<file path="config.mk">
export PLATFORM = sky130hd
export DESIGN_NAME = pipeline_hazard_ctrl
export DESIGN_NICKNAME = d
export VERILOG_FILES = /design/src/rtl/pipeline_pkg.sv /design/src/rtl/operand_use_decode.sv /design/src/rtl/pipeline_hazard_ctrl.sv
export SDC_FILE = /design/constraint.sdc
export NUM_CORES = 1
export LEC_CHECK = 0
export ABC_CLOCK_PERIOD_IN_PS = 3600
export BUFFER_PORTS_ARGS = -buffer_cell sky130_fd_sc_hd__buf_2
export CORE_MARGIN = 2
export CORE_UTILIZATION = 33
export CTS_CLUSTER_DIAMETER = 30
export CTS_CLUSTER_SIZE = 25
export DETAILED_ROUTE_END_ITERATION = 12
export GPL_TIMING_DRIVEN = 0
export PLACE_DENSITY = 0.57
export SKIP_CTS_REPAIR_TIMING = 1
export SKIP_LAST_GASP = 1
export SLEW_MARGIN = 5
export SYNTH_ARGS = -nofsm -noshare
export SYNTH_HDL_FRONTEND = slang
export SYNTH_SLANG_ARGS = --single-unit
</file>
<file path="constraint.sdc">
create_clock -name clock -period 3.6 [get_ports clock]
set_input_delay 0.18 -clock clock [delete_from_list [all_inputs] [get_ports clock]]
set_output_delay 0.18 -clock clock [all_outputs]
set_load 0.02 [all_outputs]
</file>
<file path="src/rtl/pipeline_pkg.sv">
// Shared opcodes, NOP encoding and hazard FSM state type for the RV32I pipeline.
package pipeline_pkg;

  localparam logic [6:0] OP_LUI    = 7'b0110111;
  localparam logic [6:0] OP_AUIPC  = 7'b0010111;
  localparam logic [6:0] OP_JAL    = 7'b1101111;
  localparam logic [6:0] OP_R      = 7'b0110011;
  localparam logic [6:0] OP_STORE  = 7'b0100011;
  localparam logic [6:0] OP_BRANCH = 7'b1100011;
  localparam logic [6:0] OP_LOAD   = 7'b0000011;

  localparam logic [31:0] NOP_INSTR = 32'h0000_0013;

  typedef enum logic {RUN, MULDIV_WAIT} hz_state_t;

endpackage

</file>
<file path="src/rtl/operand_use_decode.sv">
// Decodes which source registers the instruction in IF/ID actually reads.
// x0 is reported as unused so it can never raise a hazard.
module operand_use_decode
  import pipeline_pkg::*;
(
  input  logic [31:0] i_instruction,
  output logic [4:0]  o_rs1,
  output logic [4:0]  o_rs2,
  output logic        o_use_rs1,
  output logic        o_use_rs2
);

  logic [6:0] w_opcode;

  assign w_opcode = i_instruction[6:0];
  assign o_rs1    = i_instruction[19:15];
  assign o_rs2    = i_instruction[24:20];

  // rs1 is read by everything except the U-type ops and JAL; rs2 only by R/S/B formats.
  assign o_use_rs1 = !(w_opcode inside {OP_LUI, OP_AUIPC, OP_JAL}) && (o_rs1 != 5'd0);
  assign o_use_rs2 = (w_opcode inside {OP_R, OP_STORE, OP_BRANCH}) && (o_rs2 != 5'd0);

endmodule

</file>
<file path="src/rtl/pipeline_hazard_ctrl.sv">
// Stall / flush / redirect controller for the 5-stage core, with stall and
// redirect performance counters. Control outputs are combinational.
module pipeline_hazard_ctrl
  import pipeline_pkg::*;
#(
  parameter int unsigned MULDIV_LATENCY = 4
) (
  input  logic        clock,
  input  logic        resetn,
  input  logic [31:0] ifid_instruction,
  input  logic        ifid_valid,
  input  logic [4:0]  idex_rd,
  input  logic        idex_mem_read,
  input  logic        idex_valid,
  input  logic        ex_branch_taken,
  input  logic [31:0] ex_target,
  input  logic        ex_muldiv_start,
  input  logic        dmem_busy,
  output logic        stall_pc,
  output logic        stall_ifid,
  output logic        stall_idex,
  output logic        stall_exmem,
  output logic        flush_ifid,
  output logic        flush_idex,
  output logic        flush_exmem,
  output logic        pc_redirect,
  output logic [31:0] redirect_pc,
  output logic [31:0] perf_stall_cycles,
  output logic [31:0] perf_redirects
);

  localparam logic [7:0] CntLoad = 8'(MULDIV_LATENCY - 1);

  hz_state_t   r_state;
  logic [7:0]  r_cnt;
  logic [31:0] r_perf_stall;
  logic [31:0] r_perf_redir;

  logic [4:0]  w_rs1;
  logic [4:0]  w_rs2;
  logic        w_use_rs1;
  logic        w_use_rs2;
  logic        w_lu;
  logic        w_md;

  operand_use_decode u_decode (
    .i_instruction (ifid_instruction),
    .o_rs1         (w_rs1),
    .o_rs2         (w_rs2),
    .o_use_rs1     (w_use_rs1),
    .o_use_rs2     (w_use_rs2)
  );

  assign w_lu = idex_valid && idex_mem_read && (idex_rd != 5'd0) && ifid_valid &&
                ((w_use_rs1 && (w_rs1 == idex_rd)) || (w_use_rs2 && (w_rs2 == idex_rd)));

  // The start cycle itself already occupies EX, so it counts as mul/div busy.
  assign w_md = ((r_state == RUN) && ex_muldiv_start) || (r_state == MULDIV_WAIT);

  assign redirect_pc       = ex_target;
  assign perf_stall_cycles = r_perf_stall;
  assign perf_redirects    = r_perf_redir;

  // Priority-encoded controls; everything forced low while reset is held.
  always_comb begin
    stall_pc    = 1'b0;
    stall_ifid  = 1'b0;
    stall_idex  = 1'b0;
    stall_exmem = 1'b0;
    flush_ifid  = 1'b0;
    flush_idex  = 1'b0;
    flush_exmem = 1'b0;
    pc_redirect = 1'b0;
    if (resetn) begin
      if (dmem_busy) begin
        stall_pc    = 1'b1;
        stall_ifid  = 1'b1;
        stall_idex  = 1'b1;
        stall_exmem = 1'b1;
      end else if (w_md) begin
        stall_pc    = 1'b1;
        stall_ifid  = 1'b1;
        stall_idex  = 1'b1;
        flush_exmem = 1'b1;
      end else if (ex_branch_taken) begin
        pc_redirect = 1'b1;
        flush_ifid  = 1'b1;
        flush_idex  = 1'b1;
      end else if (w_lu) begin
        stall_pc    = 1'b1;
        stall_ifid  = 1'b1;
        flush_idex  = 1'b1;
      end
    end
  end

  // Mul/div occupancy FSM; keeps counting even while dmem_busy holds the pipe.
  always_ff @(posedge clock or negedge resetn) begin
    if (!resetn) begin
      r_state <= RUN;
      r_cnt   <= 8'd0;
    end else begin
      case (r_state)
        RUN: begin
          if (ex_muldiv_start) begin
            r_state <= MULDIV_WAIT;
            r_cnt   <= CntLoad;
          end
        end
        MULDIV_WAIT: begin
          if (r_cnt == 8'd1) begin
            r_state <= RUN;
          end
          r_cnt <= r_cnt - 8'd1;
        end
        default: begin
          r_state <= RUN;
          r_cnt   <= 8'd0;
        end
      endcase
    end
  end

  // Free-running wrap-around performance counters.
  always_ff @(posedge clock or negedge resetn) begin
    if (!resetn) begin
      r_perf_stall <= 32'd0;
      r_perf_redir <= 32'd0;
    end else begin
      if (stall_pc) begin
        r_perf_stall <= r_perf_stall + 32'd1;
      end
      if (pc_redirect) begin
        r_perf_redir <= r_perf_redir + 32'd1;
      end
    end
  end

endmodule

</file>
; ---- After elaboration in Yosys (flattened, before gate mapping)
; Index checks and enable logic that the tools add are counted.
[totals]
output_inout_bits = 104
in_bits = 77
register_bits = 73
wordCells = 60
[classes]
n_addsub = 3
eq_ne = 10
muxes = 25
reduce_logical = 17
bitwise_logic = 1
[op_table]
columns = op, count
row1 = 32-bit by 1-bit adder with 32-bit output (second input constant), 2
row2 = 1-bit two-way mux, 22
row3 = 7-bit by 6-bit == test with 1-bit output (second input constant), 3
row4 = 8-bit case mux with 2 select lines, 1
row5 = 5-bit nonzero test, 3
row6 = 7-bit == test (second input constant), 2
row7 = 5-bit == test, 2
row8 = 1-bit logical AND, 9
row9 = 8-bit by 1-bit == test with 1-bit output (second input constant), 1
row10 = 8-bit two-way mux, 1
row11 = 8-bit by 1-bit subtractor with 8-bit output (second input constant), 1
row12 = 7-bit by 5-bit == test with 1-bit output (second input constant), 1
row13 = 3-bit nonzero test, 2
row14 = 1-bit logical OR, 2
row15 = 2-bit inequality test (second input constant), 1
row16 = 1-bit case mux with 2 select lines, 1
row17 = 1-bit logical NOT, 1
row18 = 1-bit NOT, 1

; ---- Depth between registers and ports, before layout
[depth]
ltp_word = 12
mapped_depth = 9
ltp_nobuf = 8

; ---- Cells and area by module
; A second synthesis with hierarchy kept.
[unflattened]
hier_cells = 382
area_unflattened_um2 = 3978.8
[by_module_without_submodules]
columns = module, seq_area_each_um2, cells_each, area_each_um2, n_inst
row1 = pipeline_hazard_ctrl, 1826.8, 360, 3832.4, 1
row2 = operand_use_decode, 0.0, 22, 146.4, 1

; ---- Least setup slack after synthesis
; No wires, ideal clock.
[synth_timing]
kind = reg-to-reg
from = register r_state
to = register r_perf_redir[22] (netlist: perf_redirects[22])
path_buffers = 1
t_required_ns = 3.470
synth_period_minus_slack_ns = 2.200
arrival_time_ns = 2.070
setup_ns = 0.130
path_slack_ns = 1.400
path_stages_with_launch = 9
cell_sequence = dfrtp_1 nor4b_4 nand4_1 or2_1 buf_2 or4_4 nor2_4 nand3_2 xnor2_1
[synth_between]
elab_chain_len = 6
[synth_lines]
columns = item, line
row1 = start: declaration, pipeline_hazard_ctrl.sv:34  ; hz_state_t r_state;
row2 = start signal: assignment, pipeline_hazard_ctrl.sv:100  ; r_state <= RUN;
row3 = start signal: assignment, pipeline_hazard_ctrl.sv:106  ; r_state <= MULDIV_WAIT;
row4 = start signal: assignment, pipeline_hazard_ctrl.sv:112  ; r_state <= RUN;
row5 = 1-bit NOT, n/a
row6 = 1-bit logical AND, pipeline_hazard_ctrl.sv:58  ; assign w_md = ((r_state == RUN) && ex_muldiv_start) || (r_state == MULDIV_WAIT);
row7 = 1-bit logical OR (*), pipeline_hazard_ctrl.sv:58
row8 = 1-bit two-way mux (*), pipeline_hazard_ctrl.sv:80  ; end else if (w_md) begin
row9 = 1-bit two-way mux (*), pipeline_hazard_ctrl.sv:75  ; if (dmem_busy) begin
row10 = 1-bit two-way mux (*), pipeline_hazard_ctrl.sv:74  ; if (resetn) begin
row11 = end signal: assignment, pipeline_hazard_ctrl.sv:134  ; r_perf_redir <= r_perf_redir + 32'd1;
row12 = end: declaration, pipeline_hazard_ctrl.sv:37  ; logic [31:0] r_perf_redir;
; Every way passes the cells marked *; elsewhere a longest branch is shown, timed or not.
; A chain may end at the register's enable or synchronous reset.

; ---- Final worst setup path
[layout_timing]
from = input port resetn
to = register r_perf_redir[31] (netlist: perf_redirects[31])
[layout_between]
elab_chain_len = 1
[layout_lines]
columns = item, line
row1 = start: declaration, pipeline_hazard_ctrl.sv:9  ; input logic resetn,
row2 = 1-bit two-way mux, pipeline_hazard_ctrl.sv:74
; No other way between the ends.

==> implementation parameters <==
Parameter                              Value

CTS
  H-Tree Depth ... 3
  Number of sinks handled by clock tree synthesis ... 73
  Maximum buffer depth of the clock tree ... 2
  Number of clock buffers inserted by TritonCTS ... 9
  Clock Root Buffer ... sky130_fd_sc_hd__clkbuf_16
  Clock-pin slew on the worst setup and hold paths ... approximately 0.06 ns
  Clock insertion delay at the later pin of the skew report ... approximately 0.34 ns
  TritonCTS clock tree ... yes

Finish
  Post-layout nets ... 603
  Sequential cell area in the final layout ... approximately 1800 sq um
  Final design area excluding fillers ... approximately 5000 sq um
  Final std cells w/o fill ... 670
  Most frequent cells in the layout ... sky130_fd_sc_hd__buf_2, sky130_fd_sc_hd__dfrtp_1, sky130_fd_sc_hd__xnor2_1, sky130_fd_sc_hd__buf_4, sky130_fd_sc_hd__nand2_1
  Most common cell after layout, fill and taps aside ... sky130_fd_sc_hd__buf_2
  Share of post-route cells with drive strength above 1 ... 0.374
  Filler Cell Count ... about 1.1k
  Diode count ... 0
  Area Growth Syn to Fin ... 32.4%
  Total area of multi-input combinational cells ... approximately 1700 sq um

Logic synthesis
  XOR/XNOR share of the synthesized area ... 0.164
  Number of different library cells in the post-synthesis netlist ... 45
  Simple-Gate Fraction of Synth Area ... 0.227
  Top flip-flop cell by instance count after synthesis ... sky130_fd_sc_hd__dfrtp_1
  Synthesized netlist net count ... approximately 460
  Part of the Yosys area used for sequential elements ... 0.475
  Number of cells produced by synthesis ... about 380
  Mean instance size in the synthesized netlist ... a little over 10 sq um
  Syn. warnings ... 0
  Mapped cell area ... around 3800 sq um
  Share of the synthesized area in compound gates (AO/OA/AOI/OAI) ... 0.0361
  Combinational family with the most area after synthesis ... simple AND/OR/NAND/NOR gates
  Number of enable-type register cells in the synthesized netlist ... 0
  Multiplexer area fraction after synthesis ... 0.00293
  Share of flip-flops with an asynchronous set or reset after synthesis ... 1.00
  Adder and majority cell fraction of the synthesized area ... 0.0130
  Flops & latches, synth ... 73

Place
  Cell count after placement ... roughly 650
  Detailed Place HPWL ... 6.77 mm
  PortBufs ... between 100 and 150
  Cell area after placement ... ~4700 sq um
  Routability cong. ... 0.816

Pwr
  Proportion of power drawn by the clock network ... 0.410
  Switching Fraction ... 0.288
  Part of the power in registers ... 0.393
  Power per Cell Area ... 521 nW/um^2
  Worst-case vdd ir drop ... between 400 and 500 uV
  Design internal power ... about 1900 uW
  Leakage power ... roughly 0.0026 uW
  Switch Pwr ... ~760 uW
  Total power draw ... 2650 uW
  Proportion of power drawn by combinational gates ... 0.197

Drt
  Overall routed net length ... ~9.0 mm
  Post-detailed-route via-to-cell ratio ... roughly 4.7
  Antenna-violating nets left ... 0
  Met1 Routed Length ... 3.77 mm
  Met3 layer wire length in the routed design ... 662 um
  Iteration-0 DRC Markers ... approximately 170
  Routed met2 length ... 4.52 mm
  Via count ... roughly 3.2k
  First drt pass iteration count ... 5
  Top Metal Used ... met4
  DRC ... 0
  Wire length per cell after detailed routing ... ~13 um

Global routing
  Largest net degree at the start of global routing ... between 50 and 60
  Via count of the first global-routing pass ... between 3k and 4k
  Initial antenna violation count ... 0
  Total overflow reported by the global router ... 0
  First-pass GRT wire length ... 15.4 mm
  Overall global routing resource usage ... 0.152

Die
  Die W ... approximately 110 um
  Full die area ... between 10000 and 15000 sq um
  Area of the core ... 11400 sq um
  Initial cell density of the core ... 0.337
  Die Height ... approximately 110 um
  Standard-cell rows ... 39
  I/O Pins ... 181

STA
  Post-Route Setup TNS ... 0 ns
  Max-slew violation count ... 0
  Setup repair after global routing missed its margin ... no
  Final critical-path required period ... 3.03 ns
  Maximum clock frequency ... roughly 330 MHz
  Fraction of the cycle the final worst path needs ... 0.841
  Worst rel slew slack ... 0.618
  Final setup fails ... 0
  Worst Tran Pin Value ... between 0.5 and 0.6 ns
  Hold slack final ... 0.194 ns
  Number of endpoints with negative hold slack in the final report ... 0
  Worst Clk Skew ... between 0.008 and 0.009 ns

Min path
  WHS Path Cells ... 2
  Worst min path class ... in -> reg
  Worst hold endpoint ... r_cnt[3]
  Start point of the worst hold path ... ex_muldiv_start

Setup path
  CP endpoint kind ... flop
  Worst reg-to-reg path cell count ... 7
  Reg2Reg Launch Point ... r_state
  Endpoint arrival time on the critical path ... 3.28 ns
  Type of origin of the critical path ... primary input
  Flop-to-flop setup slack ... approximately 1.1 ns
  Combined buffer and inverter count along the critical path ... 3
  Maximum fanout encountered on the critical timing path ... 54
  Biggest cell delay along the critical path ... about 0.52 ns
  Worst Path Required ... 3.86 ns
  Critical-path cell list ... dlygate4sd3_1, buf_4, buf_16, nor4b_4, nand4_1, or2_1, nor4_2, nand2b_1, nor2_1, xor2_1
  RR Endpoint ... perf_redirects[31]
  Master of the slowest instance on the critical path ... sky130_fd_sc_hd__dlygate4sd3_1
  Critical Setup Path Class ... in -> reg
  Worst setup path start ... resetn
  Delay-heaviest family, CP ... simple AND/OR/NAND/NOR gates

Run
  Max-capacitance violation count ... 0

Run status
  Status ... finished clean
cells in the mapped netlist (4+ instances only):
cell type / count / area share
sky130_fd_sc_hd__nor2_1: 18 / 0.018
sky130_fd_sc_hd__ha_1: 4 / 0.013
sky130_fd_sc_hd__o21ai_0: 9 / 0.012
sky130_fd_sc_hd__inv_1: 7 / 0.0068
sky130_fd_sc_hd__and4_1: 4 / 0.0091
sky130_fd_sc_hd__nand2_1: 36 / 0.035
sky130_fd_sc_hd__nand2b_1: 4 / 0.0065
sky130_fd_sc_hd__xnor2_1: 39 / 0.089
sky130_fd_sc_hd__nor4_1: 10 / 0.016
sky130_fd_sc_hd__and2_1: 5 / 0.0081
sky130_fd_sc_hd__nand4_1: 14 / 0.023
sky130_fd_sc_hd__xor2_1: 33 / 0.075
sky130_fd_sc_hd__dfrtp_1: 73 / 0.47
sky130_fd_sc_hd__nor3_1: 12 / 0.016
sky130_fd_sc_hd__buf_4: 35 / 0.068
sky130_fd_sc_hd__nand3_1: 26 / 0.034
sky130_fd_sc_hd__and3_1: 8 / 0.013
worst max path at each step:
stage	slack, ns	endpoint	cells after the start
2_1_floorplan	1.40	perf_redirects[22]	8
3_3_place_gp	-0.03	perf_redirects[27]	8
3_5_place_dp	0.72	perf_redirects[31]	9
4_1_cts	1.07	perf_redirects[31]	9
5_1_grt	0.18	perf_redirects[31]	10
6_report	0.57	perf_redirects[31]	10
layer usage:
metal  global-route usage  up-vias
met4               0.0415        0
li1                     -     1552
met3               0.0582        9
met5                    0        -
met2                0.249       93
met1                0.189     1522
cell type report:
| cell class | count | share of cell area |
|---|---|---|
| clock buffers | 11 | 0.0457 |
| multi-input cells | 256 | 0.334 |
| inverters | 7 | 0.00516 |
| flip-flops and latches | 73 | 0.359 |
| well taps | 143 | 0.0351 |
| repair buffers | 135 | 0.139 |
| clock inverters | 5 | 0.0251 |
| plain buffers | 40 | 0.0572 |
power groups by stage:
stage	combinational, uW	sequential, uW	clock [uW]
CTS	532	1040	1120
global placement	515	1050	0
floorplan	277	1100	0
global route	585	1070	1150
detailed placement	532	1060	0
finish	522	1040	1090
state kept, by name, summed over array words and instances (netlist names):
signal and flops:
perf_redirects 32, perf_stall_cycles 32, r_cnt 8, r_state 1
stage by stage:
stage,worst slack [ns],utilization
after floorplan,1.40,-
after global placement,-0.0349,0.411
after detailed placement,0.716,0.414
after CTS,1.07,0.445
after global routing,0.175,0.446
final,0.572,0.446
kinds of logic after synthesis:
kind of cell,Yosys count
buffers and inverters,47
multiplexers,1
adder cells (fa/ha/maj),4
AO/OA/AOI/OAI,21
AND/OR/NAND/NOR,158
flip-flops,73
XOR/XNOR,72
Power figures use the tool's default switching activity.
